## src/rtl/fht_1d_x8_stream.sv

```systemverilog
// Streaming 8-point 1D Fast Hartley Transform (decimation in frequency).
// Ping-pong input banks feed a stallable 3-stage pipeline. The last stage
// writes straight into one of two output banks, and a serializer emits
// h0..h7 in natural order.
// Optional build macro: FHT_ROUND_EN selects round-half-up multiplier
// products. When the macro is undefined, the products are floored.
module fht_1d_x8_stream #(
  parameter int DW = 8,
  parameter int CW = 14
) (
  input  logic                 sclk,
  input  logic                 rst,
  input  logic                 x_valid,
  output logic                 x_ready,
  input  logic signed [DW-1:0] x_data,
  output logic                 h_valid,
  input  logic                 h_ready,
  output logic signed [DW+2:0] h_data,
  output logic                 h_last,
  output logic                 busy
);

  localparam int SW = DW + 1;       // stage-1 width
  localparam int TW = DW + 2;       // stage-2 width
  localparam int HW = DW + 3;       // result width
  localparam int PW = DW + CW + 3;  // multiplier product width

  // round(sqrt(2) * 2^cw), computed bit by bit as an integer square root
  function automatic longint sqrt2_const(input int cw);
    longint n;
    longint r;
    longint t;
    n = 64'sd2 << (2 * cw);
    r = 64'sd0;
    for (int b = 31; b >= 0; b--) begin
      t = r | (64'sd1 << b);
      r = ((t * t) <= n) ? t : r;
    end
    r = ((n - r * r) > r) ? (r + 64'sd1) : r;
    return r;
  endfunction

  localparam int K = int'(sqrt2_const(CW));
  localparam logic signed [PW-1:0] K_P = PW'(K);
`ifdef FHT_ROUND_EN
  localparam logic signed [PW-1:0] R_P = PW'(64'sd1 <<< (CW - 1));
`else
  localparam logic signed [PW-1:0] R_P = {PW{1'b0}};
`endif

  // input collector state
  logic signed [DW-1:0] ibank [2][8];
  logic [2:0]           wr_cnt_r;
  logic                 wr_bank_r;
  logic                 ld_bank_r;
  logic [1:0]           ibank_full_r;

  // pipeline state
  logic                 s1_valid_r;
  logic signed [SW-1:0] s1_s_r [4];
  logic signed [SW-1:0] s1_d_r [4];
  logic                 s2_valid_r;
  logic signed [TW-1:0] s2_ap_r, s2_am_r, s2_bp_r, s2_bm_r;
  logic signed [TW-1:0] s2_cp_r, s2_cm_r, s2_m1_r, s2_m3_r;

  // output bank state
  logic signed [HW-1:0] obank [2][8];
  logic [1:0]           ob_full_r;
  logic                 ob_wr_r;
  logic                 ob_rd_r;
  logic [2:0]           rd_idx_r;

  // combinational helpers
  logic                 x_fire;
  logic                 stall;
  logic                 launch;
  logic                 ob_write;
  logic                 h_fire;
  logic signed [SW-1:0] s1_sum [4];
  logic signed [SW-1:0] s1_dif [4];
  logic signed [PW-1:0] prod1, prod3;
  logic signed [HW-1:0] h3 [8];

  // A write bank that is still waiting for launch blocks the input.
  assign x_ready  = !rst && !ibank_full_r[wr_bank_r];
  assign x_fire   = x_valid && x_ready;
  // The output bank doubles as the stage-3 register, so a full target bank
  // freezes the whole pipeline.
  assign stall    = s2_valid_r && ob_full_r[ob_wr_r];
  assign launch   = ibank_full_r[ld_bank_r] && !stall;
  assign ob_write = s2_valid_r && !stall;
  assign h_valid  = ob_full_r[ob_rd_r];
  assign h_last   = h_valid && (rd_idx_r == 3'd7);
  assign h_fire   = h_valid && h_ready;
  assign busy     = (wr_cnt_r != 3'd0) || (ibank_full_r != 2'b00) || s1_valid_r
                    || s2_valid_r || (ob_full_r != 2'b00);

  // Present the current output sample. Drive zero while idle, because
  // bank contents are never reset.
  always_comb begin
    h_data = {HW{1'b0}};
    if (h_valid) begin
      h_data = obank[ob_rd_r][rd_idx_r];
    end else begin
      h_data = {HW{1'b0}};
    end
  end

  // Input collector: write counter, bank toggling, full flags and launch order.
  always_ff @(posedge sclk) begin
    if (rst) begin
      wr_cnt_r     <= 3'd0;
      wr_bank_r    <= 1'b0;
      ld_bank_r    <= 1'b0;
      ibank_full_r <= 2'b00;
    end else begin
      if (x_fire) begin
        wr_cnt_r <= wr_cnt_r + 3'd1;
        if (wr_cnt_r == 3'd7) begin
          ibank_full_r[wr_bank_r] <= 1'b1;
          wr_bank_r               <= ~wr_bank_r;
        end
      end
      // The launched bank is always the other bank, because a full write
      // bank holds x_ready low.
      if (launch) begin
        ibank_full_r[ld_bank_r] <= 1'b0;
        ld_bank_r               <= ~ld_bank_r;
      end
    end
  end

  // Input bank storage (not reset).
  always_ff @(posedge sclk) begin
    if (x_fire) begin
      ibank[wr_bank_r][wr_cnt_r] <= x_data;
    end
  end

  // Stage-1 butterflies on the bank being launched.
  always_comb begin
    s1_sum[0] = SW'(ibank[ld_bank_r][0]) + SW'(ibank[ld_bank_r][4]);
    s1_sum[1] = SW'(ibank[ld_bank_r][1]) + SW'(ibank[ld_bank_r][5]);
    s1_sum[2] = SW'(ibank[ld_bank_r][2]) + SW'(ibank[ld_bank_r][6]);
    s1_sum[3] = SW'(ibank[ld_bank_r][3]) + SW'(ibank[ld_bank_r][7]);
    s1_dif[0] = SW'(ibank[ld_bank_r][0]) - SW'(ibank[ld_bank_r][4]);
    s1_dif[1] = SW'(ibank[ld_bank_r][1]) - SW'(ibank[ld_bank_r][5]);
    s1_dif[2] = SW'(ibank[ld_bank_r][2]) - SW'(ibank[ld_bank_r][6]);
    s1_dif[3] = SW'(ibank[ld_bank_r][3]) - SW'(ibank[ld_bank_r][7]);
  end

  // sqrt(2) scaling of d1 and d3, including the optional rounding offset.
  always_comb begin
    prod1 = PW'(s1_d_r[1]) * K_P + R_P;
    prod3 = PW'(s1_d_r[3]) * K_P + R_P;
  end

  // Stage-3 combine, written into the free output bank.
  always_comb begin
    h3[0] = HW'(s2_ap_r) + HW'(s2_bp_r);
    h3[4] = HW'(s2_ap_r) - HW'(s2_bp_r);
    h3[2] = HW'(s2_am_r) + HW'(s2_bm_r);
    h3[6] = HW'(s2_am_r) - HW'(s2_bm_r);
    h3[1] = HW'(s2_cp_r) + HW'(s2_m1_r);
    h3[5] = HW'(s2_cp_r) - HW'(s2_m1_r);
    h3[3] = HW'(s2_cm_r) + HW'(s2_m3_r);
    h3[7] = HW'(s2_cm_r) - HW'(s2_m3_r);
  end

  // Pipeline occupancy. Every stage holds while stalled.
  always_ff @(posedge sclk) begin
    if (rst) begin
      s1_valid_r <= 1'b0;
      s2_valid_r <= 1'b0;
    end else if (!stall) begin
      s1_valid_r <= launch;
      s2_valid_r <= s1_valid_r;
    end
  end

  // Pipeline data registers (not reset, qualified by the valids).
  always_ff @(posedge sclk) begin
    if (!stall) begin
      if (launch) begin
        s1_s_r <= s1_sum;
        s1_d_r <= s1_dif;
      end
      if (s1_valid_r) begin
        s2_ap_r <= TW'(s1_s_r[0]) + TW'(s1_s_r[2]);
        s2_am_r <= TW'(s1_s_r[0]) - TW'(s1_s_r[2]);
        s2_bp_r <= TW'(s1_s_r[1]) + TW'(s1_s_r[3]);
        s2_bm_r <= TW'(s1_s_r[1]) - TW'(s1_s_r[3]);
        s2_cp_r <= TW'(s1_d_r[0]) + TW'(s1_d_r[2]);
        s2_cm_r <= TW'(s1_d_r[0]) - TW'(s1_d_r[2]);
        s2_m1_r <= TW'(prod1 >>> CW);
        s2_m3_r <= TW'(prod3 >>> CW);
      end
    end
  end

  // Output bank bookkeeping: in-order fill, in-order drain, free on h7.
  always_ff @(posedge sclk) begin
    if (rst) begin
      ob_full_r <= 2'b00;
      ob_wr_r   <= 1'b0;
      ob_rd_r   <= 1'b0;
      rd_idx_r  <= 3'd0;
    end else begin
      if (ob_write) begin
        ob_full_r[ob_wr_r] <= 1'b1;
        ob_wr_r            <= ~ob_wr_r;
      end
      if (h_fire) begin
        rd_idx_r <= rd_idx_r + 3'd1;
        if (rd_idx_r == 3'd7) begin
          ob_full_r[ob_rd_r] <= 1'b0;
          ob_rd_r            <= ~ob_rd_r;
        end
      end
    end
  end

  // Output bank storage (not reset).
  always_ff @(posedge sclk) begin
    if (ob_write) begin
      obank[ob_wr_r][0] <= h3[0];
      obank[ob_wr_r][1] <= h3[1];
      obank[ob_wr_r][2] <= h3[2];
      obank[ob_wr_r][3] <= h3[3];
      obank[ob_wr_r][4] <= h3[4];
      obank[ob_wr_r][5] <= h3[5];
      obank[ob_wr_r][6] <= h3[6];
      obank[ob_wr_r][7] <= h3[7];
    end
  end

endmodule

```

## config.mk

```make
export PLATFORM = sky130hd
export DESIGN_NAME = fht_1d_x8_stream
export DESIGN_NICKNAME = d
export VERILOG_FILES = /design/src/rtl/fht_1d_x8_stream.sv
export SDC_FILE = /design/constraint.sdc
export NUM_CORES = 1
export LEC_CHECK = 0
export ABC_AREA = 0
export CAP_MARGIN = 20
export CORE_MARGIN = 1.5
export CORE_UTILIZATION = 50
export DETAILED_ROUTE_END_ITERATION = 10
export GPL_TIMING_DRIVEN = 0
export PLACE_DENSITY_LB_ADDON = 0.3
export SLEW_MARGIN = 40
export SYNTH_ARGS = -nofsm -noshare
export SYNTH_HDL_FRONTEND = slang
export SYNTH_SLANG_ARGS = --single-unit
```

## constraint.sdc

```tcl
create_clock -name sclk -period 15.2 [get_ports sclk]
set_input_delay 3.04 -clock sclk [delete_from_list [all_inputs] [get_ports sclk]]
set_output_delay 3.04 -clock sclk [all_outputs]
set_load 0.01 [all_outputs]
```

# Word-level counts from Yosys, hierarchy flattened
# Memories as Yosys holds them, arrays and structs flattened. A register that Yosys moved wholly into a read port is not among the register bits.
# Cells that the tools add are included.
[totals]
out_inout_bits = 15
ram_bits = 304
word_cells = 144
memories = 2
register_bits = 168
[op_classes]
mul = 2
n_lt_le_gt_ge = 11
eq_ne = 2
add_sub_neg = 24
bitwise_logic = 13
n_mux = 38
n_reduce_logical = 26
[mem_list]
columns = ["name", "depth", "word_bits", "rd", "rd_clocked_by_memory_dff", "write_ports", "line", "rtl"]
rows = [
  ["obank", 2, 88, 1, 1, 1, "67", "logic signed [HW-1:0] obank [2][8];"],
  ["ibank", 2, 64, 1, 1, 1, "52", "logic signed [DW-1:0] ibank [2][8];"],
]
[ops]
columns = ["operator", "n"]
rows = [
  ["64-bit two-way mux", 1],
  ["9-bit by 15-bit multiplier with 23-bit output (second input constant)", 2],
  ["10-bit by 10-bit adder with 11-bit output", 4],
  ["10-bit by 10-bit subtractor with 11-bit output", 4],
  ["8-bit by 8-bit adder with 9-bit output", 4],
  ["8-bit by 8-bit subtractor with 9-bit output", 4],
  ["11-bit binary-select mux with 3-bit select", 1],
  ["11-bit two-way mux", 3],
  ["9-bit by 9-bit adder with 10-bit output", 3],
  ["9-bit by 9-bit subtractor with 10-bit output", 3],
  ["8-bit demux with 3-bit select", 1],
  ["1-bit two-way mux", 19],
  ["2-bit two-way mux", 8],
  ["1-bit logical AND", 12],
  ["4-bit >= comparator (second input constant)", 2],
  ["1-bit by 2-bit less-than comparator with 1-bit output (second input constant)", 4],
  ["8-bit two-way mux", 1],
  ["3-bit NOT with 4-bit output", 2],
  ["2-bit AND reduction", 4],
  ["3-bit by 1-bit adder with 3-bit output (second input constant)", 2],
  ["3-bit equality test (second input constant)", 2],
  ["1-bit NOT", 5],
  ["2-bit AND", 2],
  ["1-bit demux with 1-bit select", 4],
  ["other kinds (8)", 19],
]

# Logic depth before layout (Yosys ltp)
# Gate-level depths: netlist of the first run.
[logic_depth]
word_depth = 10
depth_mapped = 16
ltp_nobuf = 16

# Worst setup path after synthesis of the first run
# No wires, ideal clock.
[synth_path]
path_type = "register -> register"
startpoint = "register s2_valid_r"
endpoint = "memory obank[0][10] (netlist name) (enable)"
required_ns = 14.552
path_stages_with_launch = 2
path_slack_ns = 8.070
n_path_buf = 0
arrival_time_ns = 6.482
cell_sequence = "dfxtp_1 > nor3b_1"
[synth_via]
elab_chain_len = 5
[synth_rtl]
columns = ["item", "line", "rtl"]
rows = [
  ["start: declaration", "62", "logic s2_valid_r;"],
  ["start signal: assignment", "177", "s2_valid_r <= s1_valid_r;"],
  ["1-bit logical AND", "89", "assign stall = s2_valid_r && ob_full_r[ob_wr_r];"],
  ["1-bit zero test", "-", ""],
  ["1-bit logical AND *", "91", "assign ob_write = s2_valid_r && !stall;"],
  ["1-bit two-way mux *", "225", "if (ob_write) begin"],
  ["1-bit two-way mux (not written as such) *", "233", "obank[ob_wr_r][7] <= h3[7];"],
  ["end: declaration", "67", ""],
]
# Mark *: on every way between the ends. The rest lies on a longest branch, timed or not.

# Worst setup path in the final report of the first run
[layout_path]
startpoint = "input port rst"
endpoint = "output port x_ready"
[layout_via]
elab_chain_len = 2
[layout_rtl]
columns = ["item", "line", "rtl"]
rows = [
  ["start: declaration", "12", "input logic rst,"],
  ["1-bit zero test", "85", "assign x_ready = !rst && !ibank_full_r[wr_bank_r];"],
  ["1-bit logical AND", "85", ""],
  ["end: declaration", "14", "output logic x_ready,"],
]
# Every way passes these cells.

==> results of run 1 <==
-- logic make-up after synthesis --
family / Yosys count / share of synthesized area
muxes: 138 / 0.0683
DFF: 456 / 0.496
buffers and inverters: 349 / 0.0498
and+or+nand+nor: 389 / 0.0700
adders and majority gates: 370 / 0.187
AOI/OAI and AO/OA: 333 / 0.0795
xor gates and xnor gates: 155 / 0.0498
-- worst min-delay path: stages (launching register included) --
cell and delay [ns]:
dfxtp_1 0.36, nand2_1 0.08, a21oi_1 0.06
-- power by group through the flow --
stage	combinational [uW]	sequential [uW]	clock, uW
floorplan	17.7	1390	0
global placement	33.2	1390	0
detailed placement	34.5	1390	0
CTS	35.0	1370	1170
global route	37.8	1370	1210
finish	34.3	1370	1150
-- flip-flops by register name, indices dropped and copies added, names as in the netlist, 2 cells and up, named ones only --
signal        flops
obank           166
ibank           128
s1_s_r           36
s1_d_r           32
s2_ap_r          10
s2_bp_r          10
s2_m1_r          10
s2_m3_r          10
s2_am_r           9
s2_bm_r           9
s2_cm_r           9
s2_cp_r           9
rd_idx_r          3
wr_cnt_r          3
ibank_full_r      2
ob_full_r         2
-- worst max path at each step --
stage / from / end / slack [ns] / cells past startpoint
3_5_place_dp: rst / x_ready / 7.84 / 3
3_3_place_gp: s2_valid_r / obank[0][65] / 4.39 / 1
5_1_grt: rst / x_ready / 7.76 / 3
6_report: rst / x_ready / 7.82 / 3
2_1_floorplan: s2_valid_r / obank[0][10] / 8.07 / 1
4_1_cts: rst / x_ready / 7.81 / 3
-- synth_stat cells (4+ instances only) --
cell	instances	area [sq um]
edfxtp_1	438	13200
ha_1	308	3850
inv_1	302	1130
nor2_1	129	484
xnor2_1	95	832
a21oi_1	88	440
o21ai_0	85	425
mux2i_1	67	671
nand2_1	63	236
fa_1	62	1240
xor2_1	60	526
nor2b_1	59	369
nor3_1	46	230
mux2_2	38	428
o21bai_1	30	225
mux4_2	28	631
clkbuf_1	23	86.3
nand2b_1	21	131
dfxtp_1	18	360
a211oi_1	15	113
a31oi_1	15	93.8
a21boi_0	14	105
nand3_1	13	65.1
or3_1	13	81.3
a21o_1	12	90.1
and3_1	11	68.8
buf_1	9	33.8
buf_2	9	45.0
nand4_1	7	43.8
o21ai_1	6	30.0
and2_1	5	31.3
mux4_1	5	131
nor3b_1	5	37.5
o311ai_0	5	43.8
o31a_1	5	43.8
o41a_1	5	56.3
or2_2	5	31.3
a221o_1	4	40.0
a221oi_1	4	35.0
a221oi_2	4	60.1
o21a_1	4	30.0
o31ai_1	4	30.0
-- per-layer routing --
metal	track usage	routed length [um]	vias to the layer above
met5	0	0	-
met4	0.0756	1930	0
met3	0.0242	2400	94
met2	0.352	27300	367
met1	0.262	24500	7934
li1	-	-	7974
-- layout make-up --
type                            instances  area, sq um
Fill cell                            4385        23600
Inverter                              302         1140
Multi-Input combinational cell       1385        12400
Sequential cell                       456        13500
Clock buffer                           67         1310
Buffer                                 47          225
Clock inverter                         19          230
Tap cell                              696          871
Timing Repair Buffer                   44          448
-- stage by stage --
| step | power [uW] | hold slack (ns) |
|---|---|---|
| 6_report | 2550 | 0.546 |
| 5_1_grt | 2620 | 0.594 |
| 4_1_cts | 2570 | 0.552 |
| 3_5_place_dp | 1430 | 0.544 |
| 3_3_place_gp | 1430 | 0.518 |
| 2_1_floorplan | 1410 | 0.466 |
-- cell usage in the layout (no fill, tap or decap), types with 7 or more instances in the layout --
master / instances
clkbuf_1: 39
xor2_1: 60
dfxtp_1: 18
mux2i_1: 66
fa_1: 62
clkbuf_16: 49
a211oi_1: 15
o21bai_1: 30
mux2_2: 38
nor2_1: 128
nand4_1: 7
clkdlybuf4s50_1: 25
a21o_1: 12
a21oi_1: 88
ha_1: 308
and3_1: 11
nand2_1: 63
buf_1: 9
edfxtp_1: 438
mux4_2: 28
nand3_1: 13
a21boi_0: 14
buf_2: 14
nand2b_1: 21
nor3_1: 42
nor2b_1: 59
a31oi_1: 15
o21ai_0: 85
buf_4: 12
or3_1: 13
inv_1: 301
xnor2_1: 95
==> flow_metrics.py, run 1 <==
metrics = {
    "clock_tree": {
        "cts_max_level": 2,
        "cts_hold_buffers": 0,
        "root_buffer": "clkbuf_16",
        "clkSinkCount": 456,
        "cts.clk_slew.worst_paths_ns": 0.06,
        "cts_buffer_depth": 3,
        "cts_made_buffers": 47,
        "cts_tree": "yes",
        "cts_resized": 0,
        "worstSkewPairLatency_ns": 0.57,
        "cts_setup_buffers": 0,
    },
    "die": {
        "die_x_um": 236,
        "dieArea_sq_um": 55900,
        "die_h_um": 236,
        "placeableCoreArea_sq_um": 53800,
        "initial_core_util": 0.507,
        "ios": 27,
        "core.rowCount": 85,
    },
    "setup_path": {
        "worstPathMaxFanout": 10,
        "critPathBufInv": 2,
        "crit_arrival_ns": 4.34,
        "cp-start-kind": "input pin",
        "regToRegSetupSlack_ns": 10.40,
        "cp.required_ns": 12.16,
        "reg2reg_depth": 16,
        "r2r-end": "s2_m3_r[9]",
        "critPathCaptureType": "output pin",
        "reg2reg_from": "s1_d_r[8]",
        "crit_family": "buffers and inverters",
        "cp_cell_sequence": "clkbuf_1, a211oi_2, clkdlybuf4s50_1",
        "slowest_delay_ns": 0.61,
        "crit_slowest_cell": "clkdlybuf4s50_1",
        "worstSetupPathType": "in -> out",
    },
    "placed_design": {
        "placed_area_sq_um": 28600,
        "io_buffer_count": 25,
        "placed_cells": 2930,
        "gp_congestion": 0.902,
        "dpl.hpwl_mm": 44.2,
        "post-place-ws_ns": 7.84,
    },
    "synth": {
        "synth.avg_cell_area_sq_um": 12.4,
        "postSynth.asyncResetShare": 0,
        "synth.yosys.seq_area_share": 0.496,
        "ys_seq_elements": 456,
        "yosysWarnings": 0,
        "synth_edf_count": 438,
        "ys.flop_type": "edfxtp_1",
        "ys_types": 71,
        "netlist_area_sq_um": 27300,
        "synth_fp_nets": 2572,
        "synthCells": 2190,
    },
    "timing": {
        "post-route-period-util": 0.485,
        "period_minus_slack_ns": 7.38,
        "fin_tns_setup_ns": 0,
        "setup_viol": 0,
        "hold_viol_final": 0,
        "worst_slew_pin_slew_ns": 0.829,
        "fin_skew_ns": 0.0112,
        "drv_slew": 0,
        "relSlewSlack": 0.445,
        "fmax_mhz": 136,
        "setup_ws_ns": 7.82,
        "rsz0062_at_grt": "no",
    },
    "cells_and_area": {
        "final_cell_area_sq_um": 30200,
        "fin_nets": 2665,
        "area_delta_synth_final_pct": 10.7,
        "diodes": 0,
        "layout-drive-gt1-share": 0.0823,
        "instances_no_fill": 3016,
        "final_core_util": 0.561,
    },
    "global_routing": {
        "track_usage": 0.203,
        "antenna_found_initial": 0,
        "grt_overflow_total": 0,
        "grt_pass1_vias": 16400,
        "grt_pass1_wl_mm": 88.4,
        "grt_max_degree": 54,
    },
    "routing": {
        "vias": 16400,
        "drt-pass1-iter-count": 5,
        "drtAntennaViolNets": 0,
        "wl_per_cell_um": 18.6,
        "routed_via_density": 5.43,
        "drcViolationCount": 0,
        "finalWirelength_mm": 56.1,
        "drtIter0Drc": 913,
    },
    "pwr": {
        "swShare": 0.190,
        "p_leak_uw": 0.0119,
        "power_density_nw_per_um2": 84.5,
        "power_frac_comb": 0.013,
        "max-vdd-ir-drop_uv": 81.0,
        "seqPwrFrac": 0.536,
        "clock_power_share": 0.450,
        "cell_internal_pwr_uw": 2060,
        "p_switching_uw": 484,
    },
    "flow_run": {
        "drv_cap": 0,
    },
    "outcome": {
        "status": "finished clean",
    },
    "worst_hold_path": {
        "worstHoldPathCells": 2,
        "min_from": "wr_cnt_r[2]",
        "hold_class": "reg -> reg",
        "min_to": "wr_cnt_r[2]",
    },
}
Note: power is estimated with default switching activity, not from simulation.
==> run 2: changes to the inputs <==
Clock period 15.2 ns to 7.4 ns, I/O delays scaled along.
==> results of run 2 <==
Same layout as run 1 (identical final DEF). Status: finished clean.
Main changes from that run: setup slack after placement 7.84 ns -> 2.59 ns; setup slack after layout 7.82 ns -> 2.56 ns; start point of the critical path rst -> rd_idx_r[1]; end point of the critical path x_ready -> h_data[1]; register-to-register setup slack 10.40 ns -> 2.60 ns; total power 2550 uW -> 5230 uW; worst IR drop on VDD 81.0 uV -> 166 uV
==> run 3: changes to the inputs <==
Clock period 7.4 ns to 4.5 ns, I/O delays scaled along.
==> flow_metrics.py, run 3 (synthesis gave the netlist of run 1 again) <==
metrics = {
    "timing": {
        "setup_viol": 0,
        "hold_slack_ns": 0.540,
        "drv_slew": 0,
        "post-route-period-util": 0.981,
        "relSlewSlack": 0.468,
        "worst_slew_pin_slew_ns": 0.798,
        "hold_viol_final": 0,
        "fin_skew_ns": 0.0250,
        "period_minus_slack_ns": 4.42,
        "fmax_mhz": 226,
    },
    "cells_and_area": {
        "reg_top3": "obank (166), ibank (128), s1_s_r (36)",
        "fillCellCount": 4273,
        "layout-drive-gt1-share": 0.105,
        "area_delta_synth_final_pct": 12.8,
        "final_common_cell": "edfxtp_1",
        "fin_nets": 2679,
        "largest_register_ffs": 166,
        "mostFrequentLayoutCells": "edfxtp_1, inv_1, ha_1",
        "final_core_util": 0.572,
        "diodes": 0,
        "largest_register": "obank",
    },
    "clock_tree": {
        "cts_made_buffers": 49,
        "cts_tree": "yes",
        "cts_max_level": 2,
        "cts.clk_slew.worst_paths_ns": 0.06,
        "cts_buffer_depth": 3,
        "worstSkewPairLatency_ns": 0.60,
        "clkSinkCount": 456,
        "cts_hold_buffers": 0,
        "root_buffer": "clkbuf_16",
    },
    "setup_path": {
        "critPathBufInv": 3,
        "cp_cell_sequence": "buf_4, buf_4, ha_1, ha_1, a21o_1, fa_1, fa_1, ha_1, ha_4, a21oi_1, nand2_1, a221oi_2, buf_4, nor2b_1, a31o_2, xor2_1",
        "slowest_delay_ns": 0.50,
        "crit_arrival_ns": 4.75,
        "reg2reg_from": "s1_d_r[21]",
        "worstPathMaxFanout": 5,
        "crit_family": "adder cells",
        "reg2reg_depth": 16,
        "worstSetupPathType": "reg -> reg",
        "crit_cells": 16,
        "cp.required_ns": 4.84,
        "cp-start-kind": "register",
        "crit_path_start": "s1_d_r[21]",
        "critPathCaptureType": "register",
        "crit_slowest_cell": "edfxtp_1",
        "r2r-end": "s2_m1_r[7]",
        "regToRegSetupSlack_ns": 0.08,
    },
    "global_routing": {
        "grt_pass1_vias": 16400,
        "busiest_layer": "met2",
        "grt_overflow_total": 0,
        "met2_usage": 0.351,
        "grt_pass1_wl_mm": 88.6,
        "antenna_found_initial": 0,
        "met1_usage": 0.267,
        "grt_max_degree": 54,
        "track_usage": 0.203,
        "use_met3": 0.0288,
    },
    "pwr": {
        "cell_internal_pwr_uw": 7260,
        "power_density_nw_per_um2": 294,
        "power_frac_comb": 0.013,
        "max-vdd-ir-drop_uv": 279,
        "clock_power_share": 0.476,
        "swShare": 0.197,
        "p_switching_uw": 1780,
        "p_leak_uw": 0.0121,
        "seqPwrFrac": 0.511,
    },
    "routing": {
        "drtIter0Drc": 913,
        "finalWirelength_mm": 56.8,
        "wl_per_cell_um": 18.7,
        "drcViolationCount": 0,
        "drtAntennaViolNets": 0,
        "vias": 16300,
        "routed_via_density": 5.37,
        "drt-pass1-iter-count": 5,
    },
    "outcome": {
        "status": "finished clean",
    },
    "placed_design": {
        "io_buffer_count": 25,
        "dpl.hpwl_mm": 44.1,
        "gp_congestion": 0.895,
    },
    "flow_run": {
        "drv_cap": 0,
    },
    "die": {
        "die_h_um": 236,
        "core.rowCount": 85,
        "die_x_um": 236,
        "ios": 27,
        "placeableCoreArea_sq_um": 53800,
        "initial_core_util": 0.507,
        "dieArea_sq_um": 55900,
    },
    "worst_hold_path": {
        "worstHoldPathCells": 2,
        "min_from": "wr_cnt_r[2]",
        "min_to": "wr_cnt_r[2]",
        "hold_class": "reg -> reg",
    },
}
run 3: per-stage QoR:
stage | power [uW] | std cells | area [sq um] | worst slack (ns) | setup TNS [ns]
2_1_floorplan | 4760 | 2190 | 27300 | 0.0508 | 0
3_3_place_gp | 4820 | 2911 | 28400 | -1.58 | -182.64
3_5_place_dp | 4820 | 2924 | 28600 | -0.363 | -1.95
4_1_cts | 9120 | 3028 | 30500 | 0.00957 | 0
5_1_grt | 9280 | 3034 | 30800 | -0.0389 | -0.0560
6_report | 9040 | 3034 | 30800 | 0.0835 | 0
run 3: how the worst max path moves through the flow:
stage,endpoint
5_1_grt,s2_m1_r[7]
2_1_floorplan,s2_m3_r[9]
3_5_place_dp,s2_m3_r[9]
6_report,s2_m1_r[7]
3_3_place_gp,obank[0][40]
4_1_cts,s2_m3_r[9]
run 3: worst min-delay path, stage by stage, from the launching register on:
cell and delay [ns]:
dfxtp_1 0.36, nand2_1 0.08, a21oi_1 0.06
run 3: power groups by stage:
stage	Combinational (uW)	Clock [uW]	Sequential, uW
after detailed placement	116	0	4710
after floorplan	59.6	0	4700
after global placement	112	0	4710
after global routing	127	4540	4610
after CTS	117	4390	4620
final	115	4300	4620
run 3: what timing repair did:
action	CTS	global route
cloned	0	0
setup buffers	12	7
gates resized for setup	8	24
endpoints found under the hold margin	0	0
endpoints found under the setup margin	12	10
pin swaps	1	14
run 3: cell type report:
class                           count  area (sq um)  share of cell area
Buffer                             47           225             0.00732
Clock buffer                       60          1300              0.0422
Clock inverter                     32           462              0.0150
Inverter                          302          1140              0.0370
Multi-Input combinational cell   1385         12700               0.412
Sequential cell                   456         13500               0.439
Tap cell                          696           871              0.0283
Timing Repair Buffer               56           572              0.0186
run 3: routing by layer:
metal  vias to the layer above  share of wire
li1                       8007              -
met1                      7887           0.44
met2                       314           0.49
met3                        71          0.045
met4                         0          0.025
met5                         -              0
==> RTL change, RTL diff (config.mk and constraints of run 2) <==
`CW`: 14 -> 28.
--- a/src/rtl/fht_1d_x8_stream.sv
+++ b/src/rtl/fht_1d_x8_stream.sv
@@ -8,3 +8,3 @@
   parameter int DW = 8,
-  parameter int CW = 14
+  parameter int CW = 28
 ) (
Function: not settled (the Yosys comparison gave no result); the edit may change what the design does.
==> RTL change against run 2 <==
Routed wire length up 18%; sequential cell count is the same; power fell by 1.6%; setup slack worse by 0.88 ns; worst hold slack got worse by 0.0098 ns; design area grew 13%; die area up 14%; synthesized area rose by 14%; critical path type is now flop to flop; highest routed layer unchanged.
==> RTL change: results (changes against run 2) <==
Hold path:
- The worst hold path begins at ob_full_r[1].

Global route:
- The met3 routing resource usage after global routing is 0.02292 (-0.001325).
- The met2 track demand over resource in global routing came to 0.3574 (+0.004972).
- The largest net degree at the start of global routing is 44 (-19%).
- The overall routing resource usage is 0.2093 (+0.005989).
- The first-pass GRT wire length is 103.7 mm (+17%).
- The number of antenna violations at the first check in global routing is 1 (+1).
- The fraction of met1 tracks used by global routing is 0.2855 (+0.02318).

Final layout:
- The net count reported at finish is 3249 (+22%).
- The fraction of layout instances using a drive strength above 1 is 0.07709 (-0.005233).
- The diode insertion count for antenna repair came to 0 (unchanged).
- The fill cell total of the finished layout is 5142 (+17%).

Outcome:
- The run finished with clean final reports.

Setup path:
- The nature of the critical path endpoint is a flop.
- The number of cells traversed by the worst register-to-register path is 15 (-1).
- The destination of the worst register-to-register timing path is s2_m1_r[8].
- The critical path's largest stage delay is 0.66 ns (+0.03 ns).
- The critical path's top delay family is adder cells.
- The cell type of the slowest stage on the worst timing path is sky130_fd_sc_hd__edfxtp_1.
- The launching instance or port of the critical path is s1_d_r[26].
- The worst setup slack for register-to-register paths was 1.68 ns (-0.92 ns).
- The data arrival at the endpoint of the critical path is 6.06 ns (+2.70 ns).

Routing:
- The wire length per cell was 18.69 µm (+0.41%).
- The amount of wire on met2 after detailed routing was 32.02 mm (+17%).
- The final wirelength is 66.07 mm (+18%).
- The detailed-route DRC error count is 0 (unchanged).
- The number of DRC markers in iteration 0 is 1238 (+36%).
- The detail-routed via count per cell is 5.380 (-0.87%).
- The number of search-and-repair iterations in the first detailed-routing pass came to 6 (+1).
- The wire length the detailed router placed on met1 is 29.83 mm (+22%).
- The total length of routed met3 wires is 2.718 mm (+13%).

Place:
- The post-placement worst setup slack came to 1.625 ns (-0.9661 ns).
- The cell total after placement came to 3449 (+18%).
- The sum of net half-perimeters after detailed placement is 52.41 mm (+18%).
- The placed cell area is 0.03273 mm² (+14%).
- The final weighted congestion in routability-driven placement is 0.8919 (-1.1%).

Yosys:
- In the synthesized netlist, the cells that appear most often are sky130_fd_sc_hd__ha_1 (445), sky130_fd_sc_hd__edfxtp_1 (438), sky130_fd_sc_hd__inv_1 (427).
- The synthesized instance count was 2569 (+17%).
- The sequential element share of the synthesized area is 0.4331 (-0.06263).
- The count of distinct cell types in the synthesized netlist is 64 (-9.9%).
- In the post-synthesis netlist, the biggest area contributors are sky130_fd_sc_hd__edfxtp_1 (42%), sky130_fd_sc_hd__ha_1 (18%), sky130_fd_sc_hd__fa_1 (8.5%).
- The post-synthesis net count is 3158 (+23%).

Timing:
- The transition time at the pin with the least slew margin is 0.7723 ns (-0.05654 ns).
- The share of the clock period used by the worst path after layout is 0.7736 (+0.1193).
- The final worst clock skew came to 0.02645 ns (+0.01525 ns).

Pwr:
- The maximum VDD drop came to 0.2162 mV (+30%).
- The leakage power is 0.01433 µW (+20%).

Clock network:
- The number of buffers created by CTS is 46 (-2.1%).
- The insertion delay of the later-clocked pin in the worst-skew pair is 0.60 ns (+0.03 ns).
## RTL change: changes by cell type in the layout (fill, tap and decap cells not counted), sizes merged, moves of 29 or more
cell and delta:
ha +137, inv +128, fa +70, a21oi +58, nor2b -32, nor2 -29
## RTL change: kinds of logic after synthesis
kind of cell               synth area share
xor gates and xnor gates            0.04407
adders and majority gates            0.2631
DFF                                  0.4331
muxes                               0.06207
and+or+nand+nor                     0.06003
buffers and inverters               0.05710
AOI/OAI and AO/OA                   0.08052
## RTL change: area by class of cell
class / instances / area, µm² / share of cell area
Multi-Input combinational cell: 1640 / 15940 / 0.4662
Sequential cell: 456 / 13510 / 0.3952
Inverter: 427 / 1608 / 0.04702
Clock buffer: 57 / 1222 / 0.03575
Tap cell: 837 / 1047 / 0.03063
Timing Repair Buffer: 43 / 432.9 / 0.01266
Clock inverter: 29 / 242.7 / 0.007098
Buffer: 46 / 186.4 / 0.005452
## RTL change: worst reg2reg max path: cells and delay by family, from the launching register on
family,cells,cell delay (ns)
AOI/OAI and AO/OA,4,1.06
adders and majority gates,6,2.83
buffers and inverters,2,0.17
DFF,1,0.66
muxes,1,0.14
and+or+nand+nor,2,0.62
## RTL change: worst min-delay path by stage
stage	cells past startpoint	slack, ns	endpoint
4_1_cts	2	0.53	ob_full_r[1]
3_5_place_dp	2	0.52	s2_valid_r
3_3_place_gp	2	0.50	s2_valid_r
5_1_grt	2	0.57	ob_full_r[1]
6_report	2	0.54	ob_full_r[1]
2_1_floorplan	2	0.47	ob_full_r[1]
## RTL change: where the power goes
| group | switching, µW | leakage [µW] | internal (µW) |
|---|---|---|---|
| logic | 42.1 | 0.00952 | 24.8 |
| registers | 1.58 | 0.00408 | 2800 |
| clock network | 992 | 0.000718 | 1280 |
| total | 1040 | 0.0143 | 4110 |
